### src/rtl/ram_port_arbiter_if.sv
// Requester-side bus of the block RAM arbiter: two req/gnt access ports with read return.
// master = requesters, slave = arbiter.
interface ram_port_arbiter_if #(
  parameter int AW = 9,
  parameter int DW = 8
);
  logic          req0;
  logic          req1;
  logic          we0;
  logic          we1;
  logic [AW-1:0] addr0;
  logic [AW-1:0] addr1;
  logic [DW-1:0] wdata0;
  logic [DW-1:0] wdata1;
  logic          gnt0;
  logic          gnt1;
  logic          rvalid0;
  logic          rvalid1;
  logic [DW-1:0] rdata0;
  logic [DW-1:0] rdata1;

  modport master (
    output req0, req1, we0, we1, addr0, addr1, wdata0, wdata1,
    input  gnt0, gnt1, rvalid0, rvalid1, rdata0, rdata1
  );

  modport slave (
    input  req0, req1, we0, we1, addr0, addr1, wdata0, wdata1,
    output gnt0, gnt1, rvalid0, rvalid1, rdata0, rdata1
  );
endinterface

### src/rtl/ram_port_arbiter.sv
// Round-robin req/gnt arbiter sharing one write-port / registered-read-port block RAM
// between the monitor (port 0) and the cpu (port 1), with a burst limit under contention.
module ram_port_arbiter #(
  parameter int AW         = 9,
  parameter int DW         = 8,
  parameter int MAX_BURST  = 16,
  parameter bit FIRST_PRIO = 1'b0
) (
  input  logic          clk,
  input  logic          rst,
  ram_port_arbiter_if.slave bus,
  output logic          ram_we,
  output logic [AW-1:0] ram_waddr,
  output logic [AW-1:0] ram_raddr,
  output logic [DW-1:0] ram_din,
  input  logic [DW-1:0] ram_dout,
  output logic          owner,
  output logic          busy
);
  localparam int CW = (MAX_BURST > 1) ? $clog2(MAX_BURST) : 1;
  localparam logic [CW-1:0] CNT_LAST = CW'(MAX_BURST - 1);

  typedef enum logic [1:0] {IDLE, OWN0, OWN1} state_t;

  state_t        state_q, state_d;
  logic          last_owner_q, last_owner_d;
  logic [CW-1:0] cnt_q, cnt_d;
  logic          req_own, req_oth;
  logic          gnt0, gnt1;
  logic [1:0]    vld_p1;

  function automatic state_t own_state(input logic p);
    return p ? OWN1 : OWN0;
  endfunction

  // Stage p0: ownership state, burst counter
  always_ff @(posedge clk or posedge rst) begin
    if (rst) begin
      state_q      <= IDLE;
      last_owner_q <= ~FIRST_PRIO;
      cnt_q        <= '0;
    end else begin
      state_q      <= state_d;
      last_owner_q <= last_owner_d;
      cnt_q        <= cnt_d;
    end
  end

  always_comb begin
    state_d      = state_q;
    last_owner_d = last_owner_q;
    cnt_d        = cnt_q;
    req_own      = last_owner_q ? bus.req1 : bus.req0;
    req_oth      = last_owner_q ? bus.req0 : bus.req1;
    gnt0         = (state_q == OWN0) && bus.req0;
    gnt1         = (state_q == OWN1) && bus.req1;

    unique case (state_q)
      IDLE: begin
        cnt_d = '0;
        if (bus.req0 && bus.req1) begin
          last_owner_d = ~last_owner_q;
          state_d      = own_state(~last_owner_q);
        end else if (bus.req0 || bus.req1) begin
          last_owner_d = bus.req1;
          state_d      = own_state(bus.req1);
        end
      end
      OWN0, OWN1: begin
        if (!req_own) begin
          cnt_d = '0;
          if (req_oth) begin
            last_owner_d = ~last_owner_q;
            state_d      = own_state(~last_owner_q);
          end else begin
            state_d = IDLE;
          end
        end else if (req_oth) begin
          // Burst limit reached: hand over with no idle gap
          if (cnt_q == CNT_LAST) begin
            cnt_d        = '0;
            last_owner_d = ~last_owner_q;
            state_d      = own_state(~last_owner_q);
          end else begin
            cnt_d = cnt_q + 1'b1;
          end
        end else begin
          cnt_d = '0;
        end
      end
      default: begin
        state_d = IDLE;
        cnt_d   = '0;
      end
    endcase
  end

  // RAM is always steered to the current/last owner; only ram_we qualifies the access
  assign ram_waddr = last_owner_q ? bus.addr1 : bus.addr0;
  assign ram_raddr = ram_waddr;
  assign ram_din   = last_owner_q ? bus.wdata1 : bus.wdata0;
  assign ram_we    = last_owner_q ? (gnt1 & bus.we1) : (gnt0 & bus.we0);

  // Stage p1: read-valid aligned with the RAM's registered output
  always_ff @(posedge clk or posedge rst) begin
    if (rst) begin
      vld_p1 <= 2'b00;
    end else begin
      vld_p1 <= {gnt1 & ~bus.we1, gnt0 & ~bus.we0};
    end
  end

  assign bus.gnt0    = gnt0;
  assign bus.gnt1    = gnt1;
  assign bus.rvalid0 = vld_p1[0];
  assign bus.rvalid1 = vld_p1[1];
  assign bus.rdata0  = ram_dout;
  assign bus.rdata1  = ram_dout;
  assign owner       = last_owner_q;
  assign busy        = (state_q != IDLE);
endmodule

### src/flat_wrapper.sv
// flat-port wrapper written by rule: the top's interface ports become plain ports
module ram_port_arbiter_flat 
#(
  parameter int AW         = 9,
  parameter int DW         = 8,
  parameter int MAX_BURST  = 16,
  parameter bit FIRST_PRIO = 1'b0
)
  (clk, rst, ram_we, ram_waddr, ram_raddr, ram_din, ram_dout, owner, busy, bus_req0, bus_req1, bus_we0, bus_we1, bus_addr0, bus_addr1, bus_wdata0, bus_wdata1, bus_gnt0, bus_gnt1, bus_rvalid0, bus_rvalid1, bus_rdata0, bus_rdata1);
  ram_port_arbiter_if #(.AW(AW), .DW(DW)) bus_i ();
  input  logic clk;
  input  logic rst;
  output logic ram_we;
  output logic [AW-1:0] ram_waddr;
  output logic [AW-1:0] ram_raddr;
  output logic [DW-1:0] ram_din;
  input  logic [DW-1:0] ram_dout;
  output logic owner;
  output logic busy;
  input wire logic [$bits(bus_i.req0)-1:0] bus_req0;
  input wire logic [$bits(bus_i.req1)-1:0] bus_req1;
  input wire logic [$bits(bus_i.we0)-1:0] bus_we0;
  input wire logic [$bits(bus_i.we1)-1:0] bus_we1;
  input wire logic [$bits(bus_i.addr0)-1:0] bus_addr0;
  input wire logic [$bits(bus_i.addr1)-1:0] bus_addr1;
  input wire logic [$bits(bus_i.wdata0)-1:0] bus_wdata0;
  input wire logic [$bits(bus_i.wdata1)-1:0] bus_wdata1;
  output wire logic [$bits(bus_i.gnt0)-1:0] bus_gnt0;
  output wire logic [$bits(bus_i.gnt1)-1:0] bus_gnt1;
  output wire logic [$bits(bus_i.rvalid0)-1:0] bus_rvalid0;
  output wire logic [$bits(bus_i.rvalid1)-1:0] bus_rvalid1;
  output wire logic [$bits(bus_i.rdata0)-1:0] bus_rdata0;
  output wire logic [$bits(bus_i.rdata1)-1:0] bus_rdata1;
  assign bus_i.req0 = bus_req0;
  assign bus_i.req1 = bus_req1;
  assign bus_i.we0 = bus_we0;
  assign bus_i.we1 = bus_we1;
  assign bus_i.addr0 = bus_addr0;
  assign bus_i.addr1 = bus_addr1;
  assign bus_i.wdata0 = bus_wdata0;
  assign bus_i.wdata1 = bus_wdata1;
  assign bus_gnt0 = bus_i.gnt0;
  assign bus_gnt1 = bus_i.gnt1;
  assign bus_rvalid0 = bus_i.rvalid0;
  assign bus_rvalid1 = bus_i.rvalid1;
  assign bus_rdata0 = bus_i.rdata0;
  assign bus_rdata1 = bus_i.rdata1;
  ram_port_arbiter #(.AW(AW), .DW(DW), .MAX_BURST(MAX_BURST), .FIRST_PRIO(FIRST_PRIO)) u_core (.clk(clk), .rst(rst), .bus(bus_i), .ram_we(ram_we), .ram_waddr(ram_waddr), .ram_raddr(ram_raddr), .ram_din(ram_din), .ram_dout(ram_dout), .owner(owner), .busy(busy));
endmodule
### config.mk
export PLATFORM = sky130hd
export DESIGN_NAME = ram_port_arbiter_flat
export DESIGN_NICKNAME = d
export VERILOG_FILES = /design/src/rtl/ram_port_arbiter_if.sv /design/src/rtl/ram_port_arbiter.sv /design/src/flat_wrapper.sv
export SDC_FILE = /design/constraint.sdc
export NUM_CORES = 1
export LEC_CHECK = 0
export BUFFER_PORTS_ARGS = -buffer_cell sky130_fd_sc_hd__buf_2
export CAP_MARGIN = 30
export CORE_MARGIN = 2
export CORE_UTILIZATION = 25
export DETAILED_ROUTE_END_ITERATION = 7
export HOLD_SLACK_MARGIN = 0.03
export PLACE_DENSITY_LB_ADDON = 0.15
export SLEW_MARGIN = 0
export SYNTH_ARGS = -nofsm -noshare
export SYNTH_HDL_FRONTEND = slang
export SYNTH_SLANG_ARGS = --single-unit
### constraint.sdc
create_clock -name clk -period 1.89 [get_ports clk]
set_input_delay 0.189 -clock clk [delete_from_list [all_inputs] [get_ports clk]]
set_output_delay 0.189 -clock clk [all_outputs]
set_load 0.01 [all_outputs]
### Word-level counts from Yosys, hierarchy flattened

Cells that the tools add are included.
W data, S select, Z words.

| word-level totals | value |
|---|---|
| output and inout port bits | 49 |
| logic and storage cells | 54 |
| register bits after elaboration | 9 |

| operators by class | value |
|---|---|
| $add $sub $neg | 1 |
| equality and inequality tests | 7 |
| reduce and logical (&&, ||, !) cells | 10 |
| muxes and demuxes | 25 |
| bitwise gates (word level) | 7 |

Operator list:

| kind | count |
|---|---|
| $mux W2 | 8 |
| $mux W4 | 4 |
| $mux W1 | 9 |
| $mux W9 | 1 |
| $mux W8 | 1 |
| $ne A3 B3 Y1 const B | 2 |
| $add A4 B1 Y4 const B | 1 |
| $and A1 B1 Y1 | 4 |
| $eq A4 B4 Y1 const B | 1 |
| $pmux W2 S2 | 1 |
| $reduce_and A4 Y1 | 1 |
| $reduce_bool A2 Y1 | 2 |
| $logic_and A1 B1 Y1 | 3 |
| $ne A3 B1 Y1 const B | 1 |
| $not A1 Y1 | 3 |
| $reduce_and A3 Y1 | 1 |
| $eq A2 B1 Y1 const B | 1 |
| $eq A2 B2 Y1 const B | 1 |
| $logic_not A2 Y1 | 1 |
| $ne A2 B1 Y1 const B | 1 |
| $pmux W1 S2 | 1 |
| $reduce_or A2 Y1 | 1 |
| $logic_or A1 B1 Y1 | 1 |

### Longest topological paths before layout

Gate-level depths: netlist of run 1.

| logic depth | value |
|---|---|
| depth after elaboration | 5 |
| gate-level depth with buffers | 7 |
| mapped depth without buffers | 6 |

### Least setup slack after synthesis of run 1

Ideal clock, no wire load.

| path | value |
|---|---|
| kind | register to output |
| from | reg u_core.last_owner_q, in the netlist u_core.owner |
| to | out ram_waddr[6] |
| arrival | 1413 ps |
| required time | 1701 ps |
| cell stages (with the launch flop) | 5 |
| setup slack | 288 ps |
| cell sequence | dfstp_2 buf_6 buf_2 mux2_2 buf_4 |

| on the way | value |
|---|---|
| cells in the longest elaborated chain, start to end | 1 |

RTL lines:

| what | RTL line | text |
|---|---|---|
| from (decl) | ram_port_arbiter.sv:26 | `logic last_owner_q, last_owner_d;` |
| from (signal assigned) | ram_port_arbiter.sv:40 | `last_owner_q <= ~FIRST_PRIO;` |
| from (signal assigned) | ram_port_arbiter.sv:44 | `last_owner_q <= last_owner_d;` |
| $mux W9 | ram_port_arbiter.sv:99 | `assign ram_waddr = last_owner_q ? bus.addr1 : bus.addr0;` |
| to (decl) | flat_wrapper.sv:14 | `output logic [AW-1:0] ram_waddr;` |

No other way between the ends.

### Final worst setup path of run 1

| path | value |
|---|---|
| from | reg u_core.last_owner_q, in the netlist u_core.owner |
| to | out ram_din[7] |

| on the way | value |
|---|---|
| cells in the longest elaborated chain, start to end | 1 |

RTL lines:

| what | RTL line | text |
|---|---|---|
| $mux W8 | ram_port_arbiter.sv:101 | `assign ram_din = last_owner_q ? bus.wdata1 : bus.wdata0;` |
| to (decl) | flat_wrapper.sv:16 | `output logic [DW-1:0] ram_din;` |

No other way between the ends.

==> results.md, run 1 <==
- The flow ran to the end, and the final reports show no timing, DRC or antenna violations.
- Of the post-synthesis cell area, the dominant cell type holds 0.203.
- Subtracting the final worst setup slack from the clock period gives 1730 ps.
- The tool flagged a number of max-cap violations equal to 0.
- In this run, post-CTS repair resized a total of 0 instances.
- The worst setup path is launched from a flop.
- Buffers inserted to repair hold after CTS numbered 1.
- The TritonCTS sink count is 9.
- The clock arrives with 5.86 ps of skew.
- Setup violations remaining at the end of the flow were counted as 0.
- The cell depth of the worst setup path is 3.
- The fraction of final layout cells with drive strength greater than 1 is 0.649.
- For this design the static power due to leakage is 0.000655 uW.
- The critical path is of the flop to primary output type.
- Traced cell by cell, the critical path runs through buf_4 -> mux2_2 -> buf_2.
- The final RePlAce weighted congestion is 0.699.
- The achievable frequency is 578 MHz.
- The initial antenna violation count is 0.
- The global-route usage over all layers is 0.0993.
- The launching instance or port of the critical path is u_core.owner.
- The antenna diode count is 0.
- The synthesized design contains 0 enable-type register cells.
- The die height is 66.9 um.
- The start of the worst register-to-register path is u_core.state_q[0].
- The number of design-rule violations left by the first detailed-router iteration is 15.
- The number of standard cells in the final layout excluding fillers is 202.
- The number of different library cells used by synthesis comes to 30.
- In this run the count of I/O pins placed on the die edge is 97.
- Setup repair after global routing left no endpoint under its margin.
- The largest individual stage delay along the critical path comes from the cell sky130_fd_sc_hd__dfstp_2.
- The total wire length is 2350 um.
- CTS placed an instance of sky130_fd_sc_hd__clkbuf_8 at the clock tree root.
- The total overflow left after global routing is 0.
- When the netlist entered floorplanning its net count stood at 159.
- The area of the die is 4470 sq um.
- The final hold violation count was 0.
- The final antenna-violating net count is 0.
- The number of buffers inserted to repair setup after CTS is 0.
- The clock passes through at most 2 buffers.
- The multi-input gate area in the final layout is 517 sq um.
- The buffers plus inverters on the worst setup path is 2.
- Of the available clock period, the critical path in the final layout requires 0.915.
- The headroom to the max-slew limit is 0.742.
- The via count of the first global-routing pass was 798.
- The proportion of register bits with asynchronous set or reset after synthesis is 1.00.
- The largest net degree at the start of global routing is 15.
- The average cell area after synthesis is 9.32 sq um.
- Counting tap cells, the placed design contains a total of 197 instances.
- The detail-routed via count per cell is 4.27.
- The critical-path maximum fanout is 14.
- The cell count of the worst reg-to-reg path is 5.
- At the worst endpoint, the arrival time is 1540 ps.
- In this run the most critical hold path is launched from bus_we1.
- After clock tree synthesis, the clock-pin slew on the worst setup and hold paths is 50 ps.
- The layout has 429 filler cells.
- Overall power consumption after layout is estimated at 1580 uW.
- The synthesized instance count is 106.
- In this design, the largest share of critical-path delay is due to flip-flops.
- The row count is 22.
- Registers take 226 sq um.
- The critical path endpoint category is a primary output.
- IR analysis of the VDD net gives a maximum drop of 0.315 mV.
- The first global-routing pass estimated 3480 um of wire.
- The number of input and output port buffers inserted is 72.
- By area the synthesized netlist is led by sky130_fd_sc_hd__dfrtp_1, sky130_fd_sc_hd__mux2_2, sky130_fd_sc_hd__buf_4, sky130_fd_sc_hd__ha_1, sky130_fd_sc_hd__mux2_4.
- TritonCTS built the clock tree.
- Adding up every negative setup slack in the final design gives 0 ps.
- The synthesis-to-finish area growth is 27.1%.
- In this run the cell area of the synthesized design comes to 988 sq um.
- For the pin with the worst max-slew slack, the measured transition is 387 ps.
- The most common cell in the synthesized netlist is sky130_fd_sc_hd__buf_4.
- The width of the die is 66.9 um.
- The most used flip-flop cell after synthesis is sky130_fd_sc_hd__dfrtp_1.
- The reg-to-reg critical path endpoint is u_core.state_q[0].
- Clock latency on the worst-skew pair, taken at its later pin, is 230 ps.
- The power density normalized to cell area is 1260 nW/um^2.
- The capturing element of the worst setup path is ram_din[7].
- The number of remaining DRC errors is 0.
- The number of search-and-repair iterations in the first detailed-routing pass is 4.
- The share of the Yosys chip area taken by registers is 0.229.
- The placeable core area is 3740 sq um.
- After the last flow step, the layout net total stands at 208.
- The total of warnings raised by yosys is 0.
- The total number of H-tree levels is 1.
- The required time at the endpoint of the critical path is 1700 ps.
- Across all layers, the routed design uses 863 vias.
- The cell count of the worst hold path is 2.
- The per-cell routed wire length is 11.6 um.
- The delay of the slowest cell on the worst path is 570 ps.
- The type of the tightest min-delay check is primary input to flop.
- The detailed placement HPWL is 1870 um.
- The total count of max-transition violations in the final report is 0.
- The commonest cells after synthesis are sky130_fd_sc_hd__buf_4, sky130_fd_sc_hd__mux2_2, sky130_fd_sc_hd__dfrtp_1.
- The number of clock buffers added by TritonCTS is 3.
- The largest area contributor in the netlist is sky130_fd_sc_hd__dfrtp_1.
- The setup check on the worst reg-to-reg path leaves a slack of 260 ps.
- The initial utilization of the core area, before any placement, comes to 0.264.
- The synthesis-stage register bit count is 9.
-- sequential cells by signal, indices dropped and copies added (netlist names) --
name	flops
u_core.vld_p1	2
u_core.state_q	2
u_core.cnt_q	4
u_core.owner	1
-- through the flow --
| stage | setup WS, ps | area, sq um | hold WS, ps | utilization |
|---|---|---|---|---|
| 3_3_place_gp | 346 | 1200 | 179 | 0.321 |
| 5_1_grt | 114 | 1260 | 123 | 0.336 |
| 3_5_place_dp | 285 | 1200 | 183 | 0.321 |
| 4_1_cts | 160 | 1260 | 116 | 0.336 |
| 2_1_floorplan | 288 | 988 | 16.2 | - |
| 6_report | 161 | 1260 | 121 | 0.336 |
-- worst min path at each step --
stage                                   to
after floorplan            u_core.cnt_q[0]
after global placement    u_core.vld_p1[0]
after detailed placement  u_core.vld_p1[0]
after CTS                 u_core.vld_p1[1]
after global routing      u_core.vld_p1[1]
final                     u_core.vld_p1[1]
-- cell usage in the layout, fill, tap and decap left out --
| cell type | netlist | final |
|---|---|---|
| sky130_fd_sc_hd__a211o_1 | 1 | 1 |
| sky130_fd_sc_hd__a211oi_1 | 1 | 1 |
| sky130_fd_sc_hd__a21oi_1 | 4 | 4 |
| sky130_fd_sc_hd__a31o_2 | 1 | 1 |
| sky130_fd_sc_hd__a31oi_1 | 1 | 1 |
| sky130_fd_sc_hd__and2_1 | 2 | 2 |
| sky130_fd_sc_hd__buf_2 | 4 | 72 |
| sky130_fd_sc_hd__buf_4 | 25 | 2 |
| sky130_fd_sc_hd__clkbuf_1 | 1 | 1 |
| sky130_fd_sc_hd__clkbuf_8 | 0 | 3 |
| sky130_fd_sc_hd__dfrtp_1 | 8 | 8 |
| sky130_fd_sc_hd__dfstp_2 | 1 | 1 |
| sky130_fd_sc_hd__dlygate4sd3_1 | 0 | 1 |
| sky130_fd_sc_hd__ha_1 | 5 | 5 |
| sky130_fd_sc_hd__inv_1 | 6 | 6 |
| sky130_fd_sc_hd__mux2_2 | 17 | 17 |
| sky130_fd_sc_hd__mux2_4 | 2 | 2 |
| sky130_fd_sc_hd__mux2i_1 | 2 | 2 |
| sky130_fd_sc_hd__nand2_1 | 2 | 2 |
| sky130_fd_sc_hd__nand2b_1 | 2 | 2 |
| sky130_fd_sc_hd__nand3_1 | 4 | 4 |
| sky130_fd_sc_hd__nand4b_1 | 1 | 1 |
| sky130_fd_sc_hd__nor2_1 | 2 | 2 |
| sky130_fd_sc_hd__nor2b_1 | 2 | 2 |
| sky130_fd_sc_hd__nor3b_1 | 2 | 2 |
| sky130_fd_sc_hd__o211ai_1 | 1 | 1 |
| sky130_fd_sc_hd__o211ai_2 | 1 | 1 |
| sky130_fd_sc_hd__o21ai_0 | 4 | 4 |
| sky130_fd_sc_hd__o21ai_2 | 1 | 1 |
| sky130_fd_sc_hd__o21bai_1 | 1 | 1 |
| sky130_fd_sc_hd__xnor2_1 | 1 | 1 |
-- layer usage --
metal	global-route usage	vias to the layer above	wire, um
met1	0.124	393	985
met5	0	-	0
met2	0.165	37	1180
li1	-	433	-
met4	0.0255	0	0
met3	0.0304	0	185
-- power by group --
group | leakage (uW) | switching (uW) | total (uW) | internal (uW)
Sequential | 0.000118 | 43.8 | 291 | 248
Clock | 0.0000228 | 79.6 | 227 | 147
Combinational | 0.000514 | 531 | 1060 | 531
-- worst reg2reg max path: stages (launching register included) --
cell and delay (ps):
sky130_fd_sc_hd__dfrtp_1 400, sky130_fd_sc_hd__inv_1 90, sky130_fd_sc_hd__ha_1 410, sky130_fd_sc_hd__o211ai_1 240
sky130_fd_sc_hd__a31oi_1 110, sky130_fd_sc_hd__mux2_4 270
-- cell type report --
cell class | instances | area share
multi-input combinational | 60 | 0.411
timing repair buffer | 75 | 0.307
sequential | 9 | 0.180
tap | 48 | 0.0478
clock buffer | 4 | 0.0359
inverter | 6 | 0.0179
-- logic make-up after synthesis --
family                   after synthesis  share of synthesized area
XOR/XNOR                               1                    0.00886
buffers and inverters                 37                      0.248
AND/OR/NAND/NOR                       17                     0.0975
AO/OA/AOI/OAI                         16                      0.109
flip-flops                             9                      0.229
multiplexers                          21                      0.244
adder cells (fa/ha/maj)                5                     0.0633
(Power assumes the default switching activity.)
==> inputs of run 2 (changes only) <==
CTS_BUF_LIST = sky130_fd_sc_hd__clkbuf_4 sky130_fd_sc_hd__clkbuf_8   (was default)
==> run 2 against run 1 <==
  * Global-route usage down 0.21 points
  * Via count grew 0.23%
  * Sequential power about the same
  * Die area stayed put
==> results.md, run 2 (synthesis gave the netlist of run 1 again) <==
- Result of the run: complete, no violations (unchanged).
- The startpoint type of the worst setup path was a flop (unchanged).
- The data arrival at the endpoint of the critical path is 1540 ps (about the same).
- The type of the tightest min-delay check is primary input to flop (unchanged).
- The largest net degree at the start of global routing came to 15 (unchanged).
- The maximum vdd drop came to 0.320 mV (was 0.315 mV).
- The number of maximum-capacitance violations is 0 (unchanged).
- The delay of the slowest cell on the worst path was 570 ps (about the same).
- The wire length of the first global-routing pass is 3420 um (was 3480 um).
- The number of buffers inserted to repair setup after CTS is 0 (unchanged).
- The clock-pin slew of the registers on the worst-case setup and hold paths is 50 ps (about the same).
- The placeable core area came to 3740 sq um (unchanged).
- The total negative slack is 0 ps (unchanged).
- The slew at the pin closest to its max-slew limit came to 385 ps (was 387 ps).
- The number of vias in the routed layout is 865 (was 863).
- The clock tree buffer depth was 2 (unchanged).
- The root buffer selected by CTS is sky130_fd_sc_hd__clkbuf_8 (unchanged).
- The synthesis-to-finish area growth is 27.5% (was 27.1%).
- The slowest cell on the critical path is sky130_fd_sc_hd__dfstp_2 (unchanged).
- The die height was 66.9 um (unchanged).
- The flip-flop count of the largest register after layout was 4 (unchanged).
- The part of the total power dissipated in sequential elements is 0.183 (was 0.184).
- The count of pins on the block boundary is 97 (unchanged).
- The combinational group share of total power is 0.665 (was 0.672).
- The final critical-path required period is 1730 ps (about the same).
- The power after layout is 1590 uW (was 1580 uW).
- The achievable frequency is 578 MHz (about the same).
- The final hold violation count was 0 (unchanged).
- The worst setup skew after layout was 6.19 ps (was 5.86 ps).
- The per-cell routed wire length is 11.3 um (was 11.6 um).
- The total count of max-transition violations in the final report came to 0 (unchanged).
- The total number of H-tree levels was 1 (unchanged).
- The fraction of final layout cells with drive strength greater than 1 came to 0.656 (was 0.649).
- The post-route clock period utilization is 0.915 (about the same).
- The number of cells upsized or downsized after cts was 0 (unchanged).
- The TritonCTS sink count was 9 (unchanged).
- The number of search-and-repair iterations in the first detailed-routing pass was 4 (unchanged).
- The headroom to the max-slew limit is 0.743 (was 0.742).
- The detail-routed via count per cell is 4.28 (was 4.27).
- The cell type group with the largest total delay on the critical path is flip-flops (unchanged).
- RSZ-0062 raised after global routing: no (unchanged).
- The clock buffer count from CTS is 3 (unchanged).
- The final antenna-violating net count is 0 (unchanged).
- The count of fill cells added during filler insertion was 427 (was 429).
- The clock tree from TritonCTS is done (unchanged).
- The most frequent standard cell in the layout excluding fill and tap cells is sky130_fd_sc_hd__buf_2 (unchanged).
- The critical-path maximum fanout is 14 (unchanged).
- The final global-route overflow total is 0 (unchanged).
- Most frequent cells in the layout: sky130_fd_sc_hd__buf_2, sky130_fd_sc_hd__mux2_2, sky130_fd_sc_hd__dfrtp_1 (unchanged).
- The category of the most critical setup path is flop to primary output (unchanged).
- The clock insertion delay at the later pin of the skew report is 230 ps (about the same).
- The final RePlAce weighted congestion is 0.699 (unchanged).
- The initial antenna violation count came to 0 (unchanged).
- The global-route usage over all layers is 0.0972 (was 0.0993).
- The antenna diode count is 0 (unchanged).
- The post-cts hold buffer count is 1 (unchanged).
- The row count came to 22 (unchanged).
- The net switching fraction of the power was 0.408 (was 0.414).
- The initial core utilization came to 0.264 (unchanged).
- The register containing the most flip-flops in the final layout was u_core.cnt_q (unchanged).
- The final setup violation count was 0 (unchanged).
- The area of the die came to 4470 sq um (unchanged).
- The number of remaining DRC errors is 0 (unchanged).
- The via count of the first global-routing pass is 785 (was 798).
- Registers with the most flip-flops: u_core.cnt_q: 4 flops, u_core.state_q: 2 flops, u_core.vld_p1: 2 flops (unchanged).
- The total wire length was 2290 um (was 2350 um).
- The critical path endpoint category is a primary output (unchanged).
- The final-stage net count was 208 (unchanged).
- The detailed placement HPWL is 1870 um (unchanged).
- The width of the die is 66.9 um (unchanged).
- The share of power burned in the clock network is 0.152 (was 0.144).
- The number of design-rule violations left by the first detailed-router iteration is 16 (was 15).
- The buffers plus inverters on the worst setup path is 2 (unchanged).
- The number of input and output port buffers inserted is 72 (unchanged).
- The internal power consumption is 940 uW (was 926 uW).
- The power density normalized to cell area came to 1260 nW/um^2 (about the same).
- The required time at the endpoint of the critical path is 1700 ps (about the same).
- The register-to-register setup slack is 300 ps (was 260 ps).
- Cell Chain, Critical Path: buf_4 -> mux2_2 -> buf_2 (unchanged).
- The static leakage was 0.000659 uW (was 0.000655 uW).
- The net load switching power is 647 uW (was 654 uW).
-- run 2: cell counts in the layout (fill, tap and decap cells not counted) --
No cell type changed its count.
-- run 2: through the flow --
stage / cell area (sq um) / utilization / hold slack [ps] / instances / setup slack [ps]
floorplan: 988 / - / 16.2 / 106 / 288
global route: 1260 / 0.337 / 123 / 202 / 115
global placement: 1200 / 0.321 / 179 / 197 / 346
CTS: 1260 / 0.337 / 115 / 202 / 159
finish: 1260 / 0.337 / 121 / 202 / 161
detailed placement: 1200 / 0.321 / 183 / 197 / 285
-- run 2: final timing paths --
| path | from | to | cells after the start |
|---|---|---|---|
| worst max register to register | u_core.state_q[0] | u_core.state_q[0] | 5 |
| max in group asynchronous | rst | u_core.owner | 3 |
| worst min-delay path | bus_we1 | u_core.vld_p1[1] | 2 |
| min in group asynchronous | rst | u_core.state_q[0] | 3 |
| worst max-delay path | u_core.owner | ram_din[7] | 3 |
| worst min register to register | u_core.cnt_q[0] | u_core.cnt_q[0] | 1 |
-- run 2: area by class of cell --
class,instances,area [sq um],share of cell area
sequential,9,226,0.180
timing repair buffer,75,385,0.306
tap,48,60.1,0.0477
inverter,6,22.5,0.0179
multi-input combinational,60,517,0.410
clock buffer,4,48.8,0.0387
-- run 2: layer usage --
layer,wire (um),track usage,part of all wire,vias up
met2,1140,0.158,0.50,37
li1,-,-,-,433
met5,0,0,0,-
met1,965,0.124,0.42,395
met3,185,0.0304,0.081,0
met4,0,0.0255,0,0
-- run 2: power by group through the flow --
stage | clock (uW) | sequential, uW | combinational, uW
2_1_floorplan | 0 | 288 | 862
3_3_place_gp | 0 | 290 | 1060
3_5_place_dp | 0 | 293 | 1060
4_1_cts | 251 | 290 | 1070
5_1_grt | 258 | 299 | 1160
6_report | 242 | 290 | 1050
